File: config.mk
export PLATFORM = sky130hd
export DESIGN_NAME = spi_boot_master
export DESIGN_NICKNAME = d
export VERILOG_FILES = /design/src/rtl/spi_boot_master.sv
export SDC_FILE = /design/constraint.sdc
export NUM_CORES = 1
export LEC_CHECK = 0
export ABC_AREA = 1
export ABC_CLOCK_PERIOD_IN_PS = 3800
export BUFFER_PORTS_ARGS = -buffer_cell sky130_fd_sc_hd__clkbuf_2
export CAP_MARGIN = 25
export CORE_MARGIN = 2
export CORE_UTILIZATION = 40
export CTS_CLUSTER_DIAMETER = 30
export CTS_CLUSTER_SIZE = 30
export DETAILED_ROUTE_END_ITERATION = 7
export PLACE_DENSITY = 0.7
export SYNTH_ARGS = -nofsm -noshare
export SYNTH_HDL_FRONTEND = slang
export SYNTH_SLANG_ARGS = --single-unit
File: constraint.sdc
create_clock -name clk -period 3.8 [get_ports clk]
set_clock_uncertainty 0.2 [all_clocks]
set_input_delay 0.76 -clock clk [delete_from_list [all_inputs] [get_ports clk]]
set_output_delay 0.76 -clock clk [all_outputs]
set_load 0.1 [all_outputs]
File: src/rtl/spi_boot_master.sv
// spi_boot_master
//   Single-bit SPI master (mode 0, MSB first) that turns 32-bit word read/write
//   requests into frames for the PULPino SPI slave:
//     command byte, 32-bit address, then 32-bit write data
//     or DUMMY_CYCLES idle clocks followed by 32-bit read data.
//
// Ports
//   clk, rst       system clock, synchronous active-high reset
//   req_*_i/_o     valid/ready request channel (write flag, address, write data)
//   rsp_valid_o    one-cycle pulse when a frame completes
//   rsp_rdata_o    read data of the last transaction (0 after a write)
//   busy_o         transaction in flight
//   spi_*          SPI pins (sck idles low, csn active low)
//
// state     | meaning
// ----------+----------------------------------------------------------
// IDLE      | waiting for a request, csn high
// CS_SETUP  | csn low, command MSB on mosi, one half-period
// CMD       | shifting the 8-bit command
// ADDR      | shifting the 32-bit address
// WDATA     | shifting the 32-bit write data
// DUMMY     | DUMMY_CYCLES sck cycles, mosi low
// RDATA     | 32 sck cycles sampling miso, mosi low
// CS_HOLD   | sck low, csn still low, one half-period
// GAP       | csn high for one half-period, then response pulse

module spi_boot_master #(
  parameter int unsigned CLK_DIV      = 4,
  parameter int unsigned DUMMY_CYCLES = 32,
  parameter logic [7:0]  CMD_WRITE    = 8'h02,
  parameter logic [7:0]  CMD_READ     = 8'h0B
) (
  input  logic        clk,
  input  logic        rst,
  input  logic        req_valid_i,
  output logic        req_ready_o,
  input  logic        req_write_i,
  input  logic [31:0] req_addr_i,
  input  logic [31:0] req_wdata_i,
  output logic        rsp_valid_o,
  output logic [31:0] rsp_rdata_o,
  output logic        busy_o,
  output logic        spi_sck_o,
  output logic        spi_csn_o,
  output logic        spi_mosi_o,
  input  logic        spi_miso_i
);

  typedef enum logic [3:0] {
    S_IDLE,
    S_CS_SETUP,
    S_CMD,
    S_ADDR,
    S_WDATA,
    S_DUMMY,
    S_RDATA,
    S_CS_HOLD,
    S_GAP
  } state_e;

  localparam logic [7:0]  TICK_LAST  = 8'(CLK_DIV - 1);
  localparam logic [15:0] DUMMY_LAST = (DUMMY_CYCLES != 0) ? 16'(DUMMY_CYCLES - 1) : 16'd0;

  state_e      state_q;
  logic [7:0]  tick_q;
  logic [15:0] bit_cnt_q;
  logic [31:0] sr_q;
  logic [31:0] rx_q;
  logic        write_q;
  logic [31:0] addr_q;
  logic [31:0] wdata_q;
  logic        ready_q;
  logic        rsp_valid_q;
  logic [31:0] rdata_q;
  logic        busy_q;
  logic        sck_q;
  logic        csn_q;
  logic        mosi_q;

  logic tick_wrap;
  logic in_shift;
  logic sck_fall;
  logic bit_done;
  logic accept;

  assign tick_wrap = (tick_q == TICK_LAST);
  assign in_shift  = (state_q == S_CMD) || (state_q == S_ADDR) || (state_q == S_WDATA) ||
                     (state_q == S_DUMMY) || (state_q == S_RDATA);
  assign sck_fall  = in_shift && tick_wrap && sck_q;
  // last falling edge of the current shift phase: time to move on
  assign bit_done  = sck_fall && (bit_cnt_q == 16'd0);
  assign accept    = (state_q == S_IDLE) && ready_q && req_valid_i;

  always_ff @(posedge clk) begin
    if (rst) begin
      state_q     <= S_IDLE;
      tick_q      <= 8'd0;
      bit_cnt_q   <= 16'd0;
      sr_q        <= 32'd0;
      rx_q        <= 32'd0;
      write_q     <= 1'b0;
      addr_q      <= 32'd0;
      wdata_q     <= 32'd0;
      ready_q     <= 1'b0;
      rsp_valid_q <= 1'b0;
      rdata_q     <= 32'd0;
      busy_q      <= 1'b0;
      sck_q       <= 1'b0;
      csn_q       <= 1'b1;
      mosi_q      <= 1'b0;
    end else begin
      rsp_valid_q <= 1'b0;

      // every non-idle state lasts a whole number of half-periods, so a
      // free-running tick stays aligned across state changes
      if (state_q == S_IDLE || tick_wrap) tick_q <= 8'd0;
      else                                tick_q <= tick_q + 8'd1;

      if (in_shift && tick_wrap) sck_q <= ~sck_q;

      // next bit goes out on the falling edge so it is settled before the rise
      if (sck_fall && bit_cnt_q != 16'd0) begin
        bit_cnt_q <= bit_cnt_q - 16'd1;
        sr_q      <= {sr_q[30:0], 1'b0};
        mosi_q    <= sr_q[30];
      end

      if (state_q == S_RDATA && tick_wrap && !sck_q) rx_q <= {rx_q[30:0], spi_miso_i};

      case (state_q)
        S_IDLE: begin
          ready_q <= 1'b1;
          if (accept) begin
            ready_q <= 1'b0;
            busy_q  <= 1'b1;
            write_q <= req_write_i;
            addr_q  <= req_addr_i;
            wdata_q <= req_wdata_i;
            rx_q    <= 32'd0;
            csn_q   <= 1'b0;
            sr_q    <= {(req_write_i ? CMD_WRITE : CMD_READ), 24'd0};
            mosi_q  <= req_write_i ? CMD_WRITE[7] : CMD_READ[7];
            state_q <= S_CS_SETUP;
          end
        end
        S_CS_SETUP: begin
          if (tick_wrap) begin
            bit_cnt_q <= 16'd7;
            state_q   <= S_CMD;
          end
        end
        S_CMD: begin
          if (bit_done) begin
            sr_q      <= addr_q;
            mosi_q    <= addr_q[31];
            bit_cnt_q <= 16'd31;
            state_q   <= S_ADDR;
          end
        end
        S_ADDR: begin
          if (bit_done) begin
            if (write_q) begin
              sr_q      <= wdata_q;
              mosi_q    <= wdata_q[31];
              bit_cnt_q <= 16'd31;
              state_q   <= S_WDATA;
            end else begin
              sr_q   <= 32'd0;
              mosi_q <= 1'b0;
              if (DUMMY_CYCLES != 0) begin
                bit_cnt_q <= DUMMY_LAST;
                state_q   <= S_DUMMY;
              end else begin
                bit_cnt_q <= 16'd31;
                state_q   <= S_RDATA;
              end
            end
          end
        end
        S_WDATA: begin
          if (bit_done) begin
            mosi_q  <= 1'b0;
            state_q <= S_CS_HOLD;
          end
        end
        S_DUMMY: begin
          if (bit_done) begin
            bit_cnt_q <= 16'd31;
            state_q   <= S_RDATA;
          end
        end
        S_RDATA: begin
          if (bit_done) state_q <= S_CS_HOLD;
        end
        S_CS_HOLD: begin
          if (tick_wrap) begin
            csn_q   <= 1'b1;
            state_q <= S_GAP;
          end
        end
        S_GAP: begin
          if (tick_wrap) begin
            busy_q      <= 1'b0;
            rsp_valid_q <= 1'b1;
            rdata_q     <= write_q ? 32'd0 : rx_q;
            state_q     <= S_IDLE;
          end
        end
        default: state_q <= S_IDLE;
      endcase
    end
  end

  assign req_ready_o = ready_q;
  assign rsp_valid_o = rsp_valid_q;
  assign rsp_rdata_o = rdata_q;
  assign busy_o      = busy_q;
  assign spi_sck_o   = sck_q;
  assign spi_csn_o   = csn_q;
  assign spi_mosi_o  = mosi_q;

endmodule

Yosys cells after proc, flatten, opt, wreduce, memory -nomap -nowiden
Index checks and enable logic that the tools add are counted.

Flip-flop bits (word level): 195. Input bits: 69. Output and inout bits: 38.

Add/sub/neg operators: 2. Eq/ne operators: 17. Muxes and demuxes: 40. Bitwise gates (word level): 2. Reductions and logical operators: 28.

Operators by type and width (count): 2-to-1 mux 32 bit (9); case mux 32 bit (3 select lines) (1); 2-to-1 mux 16 bit (3); 2-to-1 mux 4 bit (9); case mux 16 bit (2 select lines) (1); case mux 4 bit (8 select lines) (1); equality test 4 x 3 -> 1 bit, second input constant (4); logical NOT 16 bit (1); nonzero test 16 bit (1); subtractor 16 x 1 -> 16 bit, second input constant (1); != test 2 bit, second input constant (7); 2-to-1 mux 1 bit (13); adder 8 x 1 -> 8 bit, second input constant (1); equality test 4 x 2 -> 1 bit, second input constant (2); equality test 8 x 2 -> 1 bit, second input constant (1); logical AND 1 bit (8); AND reduction 8 bit (1); AND reduction 3 bit (2); OR reduction 2 bit (3); logical OR 1 bit (5); equality test 4 x 1 -> 1 bit, second input constant (1); equality test 4 bit, second input constant (1); logical NOT 4 bit (1); case mux 1 bit (2 select lines) (2); other kinds (7) (10).

Depth between registers and ports, before layout
Depth in word-level cells: 11. Gate-level depth with buffers: 13. Mapped depth without buffers: 13.

Worst setup path before layout
OpenSTA, ideal clock, no wires.

Path type: register -> register. From: register sck_q, in the netlist spi_sck_o. To: register sr_q[10]. Library setup time: 0.143 ns. Arrival: 2.057 ns. Slack: 1.400 ns. Stages on the path, launching flop included: 9. Buffers on the path: 1. Period minus slack after synthesis: 2.400 ns. Path through: dfxtp_1 > inv_1 > nor2_8 > nand2_2 > nand2_2 > nand3_4 > buf_6 > nand2_1 > a21oi_2.

Longest elaborated chain between the ends: 5. Elaborated cells on any way between the ends: 8.

Ends and longest elaborated chain: from (decl) (line 76) `logic sck_q;`; from (signal assigned) (line 119) `if (in_shift && tick_wrap) sck_q <= ~sck_q;`; logical AND 1 bit * (line 89) `assign sck_fall = in_shift && tick_wrap && sck_q;`; logical AND 1 bit (line 122) `if (sck_fall && bit_cnt_q != 16'd0) begin`; 2-to-1 mux 32 bit (line 122); 2-to-1 mux 32 bit, on equally long branches (line 161, 133, 153); case mux 32 bit (3 select lines) * (line 130) `case (state_q)`; to (signal assigned) (line 124) `sr_q <= {sr_q[30:0], 1'b0};`; to (signal assigned) (line 141) `sr_q <= {(req_write_i ? CMD_WRITE : CMD_READ), 24'd0};`; to (signal assigned) (line 163) `sr_q <= wdata_q;`; to (decl) (line 67) `logic [31:0] sr_q;`.

Every way passes the cells marked *; elsewhere a longest branch is shown, timed or not. A chain may end at the register's enable or synchronous reset.

Final worst setup path
From: register tick_q[0]. To: register rdata_q[2], in the netlist rsp_rdata_o[2].

Longest elaborated chain between the ends: 2.

Ends and longest elaborated chain: from (decl) (line 65) `logic [7:0] tick_q;`; from (signal assigned) (line 117) `else tick_q <= tick_q + 8'd1;`; equality test 8 x 2 -> 1 bit (line 86) `assign tick_wrap = (tick_q == TICK_LAST);`; AND reduction 2 bit (no source line); to (signal assigned) (line 205) `rdata_q <= write_q ? 32'd0 : rx_q;`; to (decl) (line 74) `logic [31:0] rdata_q;`.

Every way passes these cells.

==> run_results.csv <==
group,metric,value,unit
logic_synthesis,ys_dominant_reg_cell,"sky130_fd_sc_hd__dfxtp_1",
worst_setup_path,crit_path_max_incr_delay,0.36,ns
clocking,cts_inserted_buffers,17,
place,place_area,9160,um2
sta,report.final.hold_viol_count,0,
power_and_ir_drop,power.share.clock,33.2,%
power_and_ir_drop,power.ir.vdd_worst,0.313,mV
power_and_ir_drop,power.static_leakage,4.03,nW
clocking,cts.sinks,194,
global_route,via_count_of_the_first_global_routing_pass,6928,
clocking,cts_root_buf,"sky130_fd_sc_hd__clkbuf_16",
global_route,globalRouteTotalUtil,18.2,%
worst_setup_path,worst_r2r_endpoint,"rsp_rdata_o[2]",
logic_synthesis,synth_seq_cells,194,
route,final_antenna_net_count,0,
worst_setup_path,setup.reg_to_reg.worst_slack,1.24,ns
place,rd_place_congestion,0.827,
route,number_of_design_rule_violations_left_by_the_first_detailed_router_iteration,481,
status,run_status,"completed",
sta,setup_total_negative_slack,0,ns
sta,fmaxAchievable,0.390,GHz
power_and_ir_drop,power.sequential.fraction,42.6,%
logic_synthesis,synth.cells.most_frequent,"sky130_fd_sc_hd__nand2_1 (220), sky130_fd_sc_hd__dfxtp_1 (194), sky130_fd_sc_hd__inv_1 (139), sky130_fd_sc_hd__a21oi_1 (90), sky130_fd_sc_hd__nor2_1 (87)",
route,remaining_drc_errors,0,
floorplanning,fp.dieArea,22500,um2
layout,drive_above_1_share,18.5,%
logic_synthesis,synth_nets,1203,
sta,layout_worst_path_cycle_share,67.5,%
power_and_ir_drop,powerDensity,556,nW/um2
sta,maxSlewHeadroom,49.5,%
logic_synthesis,mapped_avg_cell_area,7.54,um2
floorplanning,die_x,150,um
place,hpwl,13000,um
sta,tightest_slew,0.756,ns
layout,multiInputGateArea,3770,um2
logic_synthesis,netlist_instances,1131,
global_route,grt_antenna_before_repair,0,
floorplanning,io_pins,107,
logic_synthesis,ys_types,37,
clocking,count_of_hold_buffers_inserted_by_post_cts_repair,0,
worst_setup_path,critical-path-slowest-cell,"sky130_fd_sc_hd__dfxtp_1",
logic_synthesis,synth_enable_flop_cells,0,
power_and_ir_drop,power_frac_comb,24.2,%
sta,final.min_clock_period,2.56,ns
floorplanning,core_area,21000,um2
worst_setup_path,setup.worst_path.end_class,"register",
floorplanning,initial_util,40.7,%
power_and_ir_drop,p_sw_share,35.4,%
logic_synthesis,synth.top_cells.by_area,"sky130_fd_sc_hd__dfxtp_1 (46%), sky130_fd_sc_hd__nand2_1 (9.7%), sky130_fd_sc_hd__inv_1 (6.1%)",
clocking,cts_max_level,4,
hold_path,hold-path-cell-count,2,
route,drt-pass1-iter-count,5,
run,cap_viol_max_count,0,
global_route,groute.layer.met1.usage,23.2,%
worst_setup_path,timing.reg2reg.worst_path_depth,11,
global_route,grt_first_pass_wirelength,33200,um
layout,flow.area_growth_from_synthesis,14.8,%
sta,slew_viols_final,0,
worst_setup_path,critical_path_required,3.96,ns
sta,rsz0062_at_grt,"false",
layout,design_area,9790,um2
clocking,post_cts_resized,0,
sta,report.final.setup_viol,0,
layout,final_nets,1272,
logic_synthesis,ys_warn_count,0,
clocking,tritoncts,"done",
clocking,clock_pin_transition_on_the_worst_setup_and_hold_timing_paths,0.08,ns
logic_synthesis,synth.cell_area,8530,um2
hold_path,worst_hold_path_type,"register to register",
layout,seqCellArea,3880,um2
logic_synthesis,cell_with_the_most_instances_after_synthesis,"sky130_fd_sc_hd__nand2_1",
route,routed_wirelength,19800,um
sta,post-route-worst-setup-slack,1.24,ns
place,port-buffer-count,106,
power_and_ir_drop,power_switching,1.92,mW
hold_path,holdPathEnd,"wdata_q[4]",
layout,fill_cells,2069,
logic_synthesis,post-synth-top-area-cell,"sky130_fd_sc_hd__dfxtp_1",
layout,insertedDiodeCount,0,
worst_setup_path,timing.critical_path.fanout_max,34,
route,routed_wire_length_per_instance,13.3,um
worst_setup_path,critPathLaunchType,"register",
global_route,maximum_number_of_pins_on_one_net_before_global_route_repair,96,
logic_synthesis,synthDominantCellAreaShare,45.5,%
route,avgViaCountPerCell,4.97,
global_route,grt_overflow,0,
floorplanning,floorplan.rows,53,
floorplanning,die_h,150,um
worst_setup_path,critical_path.reg2reg.startpoint,"tick_q[0]",
global_route,globalRouteMet2Util,29.9,%
worst_setup_path,timing.setup.critical_path_class,"register to register",
route,dr_vias,7391,
hold_path,holdCritStartpoint,"wdata_q[4]",
power_and_ir_drop,intPower,3.52,mW
global_route,globalRoute.busiestLayer,"met2",
clocking,worstSkewPairLatency,0.45,ns
logic_synthesis,async_reset_ff_share,0,%
clocking,cts_setup_buffers,0,
worst_setup_path,ordered_list_of_cells_on_the_worst_path,"ha_1 > inv_1 > nor2_2 > nand2_1 > nor2_8 > nand2_2 > buf_4 > nor2_2 > inv_1 > buf_16 > o31ai_1",
place,pre_cts_ws,1.07,ns
global_route,groute.layer.met3.usage,4.79,%
clocking,cts-root-to-sink-buffers,2,
logic_synthesis,synth-seq-area-share,45.5,%
worst_setup_path,crit_arrival,2.72,ns
-- layout by cell type, fill, tap and decap left out, types with 6 or more instances in the layout --
cell type	count
sky130_fd_sc_hd__a211oi_1	30
sky130_fd_sc_hd__a21oi_1	90
sky130_fd_sc_hd__a21oi_2	20
sky130_fd_sc_hd__buf_4	9
sky130_fd_sc_hd__clkbuf_16	17
sky130_fd_sc_hd__clkbuf_2	106
sky130_fd_sc_hd__clkinv_8	6
sky130_fd_sc_hd__dfxtp_1	194
sky130_fd_sc_hd__inv_1	137
sky130_fd_sc_hd__inv_2	6
sky130_fd_sc_hd__nand2_1	220
sky130_fd_sc_hd__nand2_2	25
sky130_fd_sc_hd__nand3_1	52
sky130_fd_sc_hd__nand4_1	6
sky130_fd_sc_hd__nor2_1	87
sky130_fd_sc_hd__nor2_2	7
sky130_fd_sc_hd__nor3_1	8
sky130_fd_sc_hd__o21ai_0	80
sky130_fd_sc_hd__o22ai_1	32
sky130_fd_sc_hd__o31ai_1	30
sky130_fd_sc_hd__xor2_1	7
-- sequential cells by signal, summed over array words and instances, names as in the netlist --
name / count
write_q: 1
spi_sck_o: 1
spi_csn_o: 1
addr_q: 32
req_ready_o: 1
tick_q: 8
sr_q: 31
state_q: 4
rsp_rdata_o: 32
busy_o: 1
rsp_valid_o: 1
bit_cnt_q: 16
spi_mosi_o: 1
rx_q: 32
wdata_q: 32
-- how the worst max path moves through the flow --
| stage | from | endpoint | slack (ns) | cells past startpoint |
|---|---|---|---|---|
| after floorplan | spi_sck_o | sr_q[10] | 1.40 | 8 |
| after global placement | tick_q[0] | rsp_rdata_o[8] | 1.16 | 10 |
| after detailed placement | tick_q[0] | rsp_rdata_o[17] | 1.07 | 10 |
| after CTS | tick_q[0] | rsp_rdata_o[17] | 1.04 | 10 |
| after global routing | tick_q[0] | sr_q[14] | 0.92 | 10 |
| final | tick_q[0] | rsp_rdata_o[2] | 1.24 | 11 |
-- stage by stage --
step / hold WS (ns) / std cells / power [mW] / utilization (%)
finish: 0.252 / 1488 / 5.44 / 46.7
global route: 0.271 / 1488 / 5.74 / 46.7
CTS: 0.257 / 1487 / 5.47 / 46.6
detailed placement: 0.243 / 1455 / 3.68 / 43.7
global placement: 0.231 / 1455 / 3.66 / 43.7
floorplan: 0.218 / 1131 / 3.42 / -
-- power by group through the flow --
stage	clock network (mW)	registers [mW]	logic, mW
floorplan	0	2.41	1.01
global placement	0	2.36	1.30
detailed placement	0	2.36	1.32
CTS	1.83	2.32	1.32
global route	1.91	2.34	1.49
finish	1.81	2.32	1.32
-- metal layers --
metal	wire, um	part of all wire, %
met5	0	0
met4	295	1.5
met3	993	5.0
met2	9270	47
met1	9290	47
-- worst max-delay path, delay by kind of cell, from the launching register on --
kind / cells / cell delay (ns)
AOI/OAI and AO/OA: 1 / 0.19
adders and majority gates: 1 / 0.20
buffers and inverters: 4 / 0.84
DFF: 1 / 0.36
and+or+nand+nor: 5 / 0.67
-- cells by family (layout without fill, tap and decap cells) --
logic type / count (synthesis) / after routing / share of synthesized area [%]
simple gates: 423 / 423 / 22.3
compound gates: 289 / 289 / 20.2
buf+inv: 211 / 293 / 10.4
flops: 194 / 194 / 45.5
xor+xnor: 11 / 11 / 1.13
fa+ha+maj: 3 / 3 / 0.440
-- layout make-up --
type | count | area share (%)
clock buffers | 17 | 4.34
repair buffers | 117 | 6.59
clock inverters | 15 | 1.87
flip-flops and latches | 194 | 39.7
inverters | 144 | 5.53
multi-input cells | 726 | 38.5
well taps | 275 | 3.51
Power figures use the tool's default switching activity.
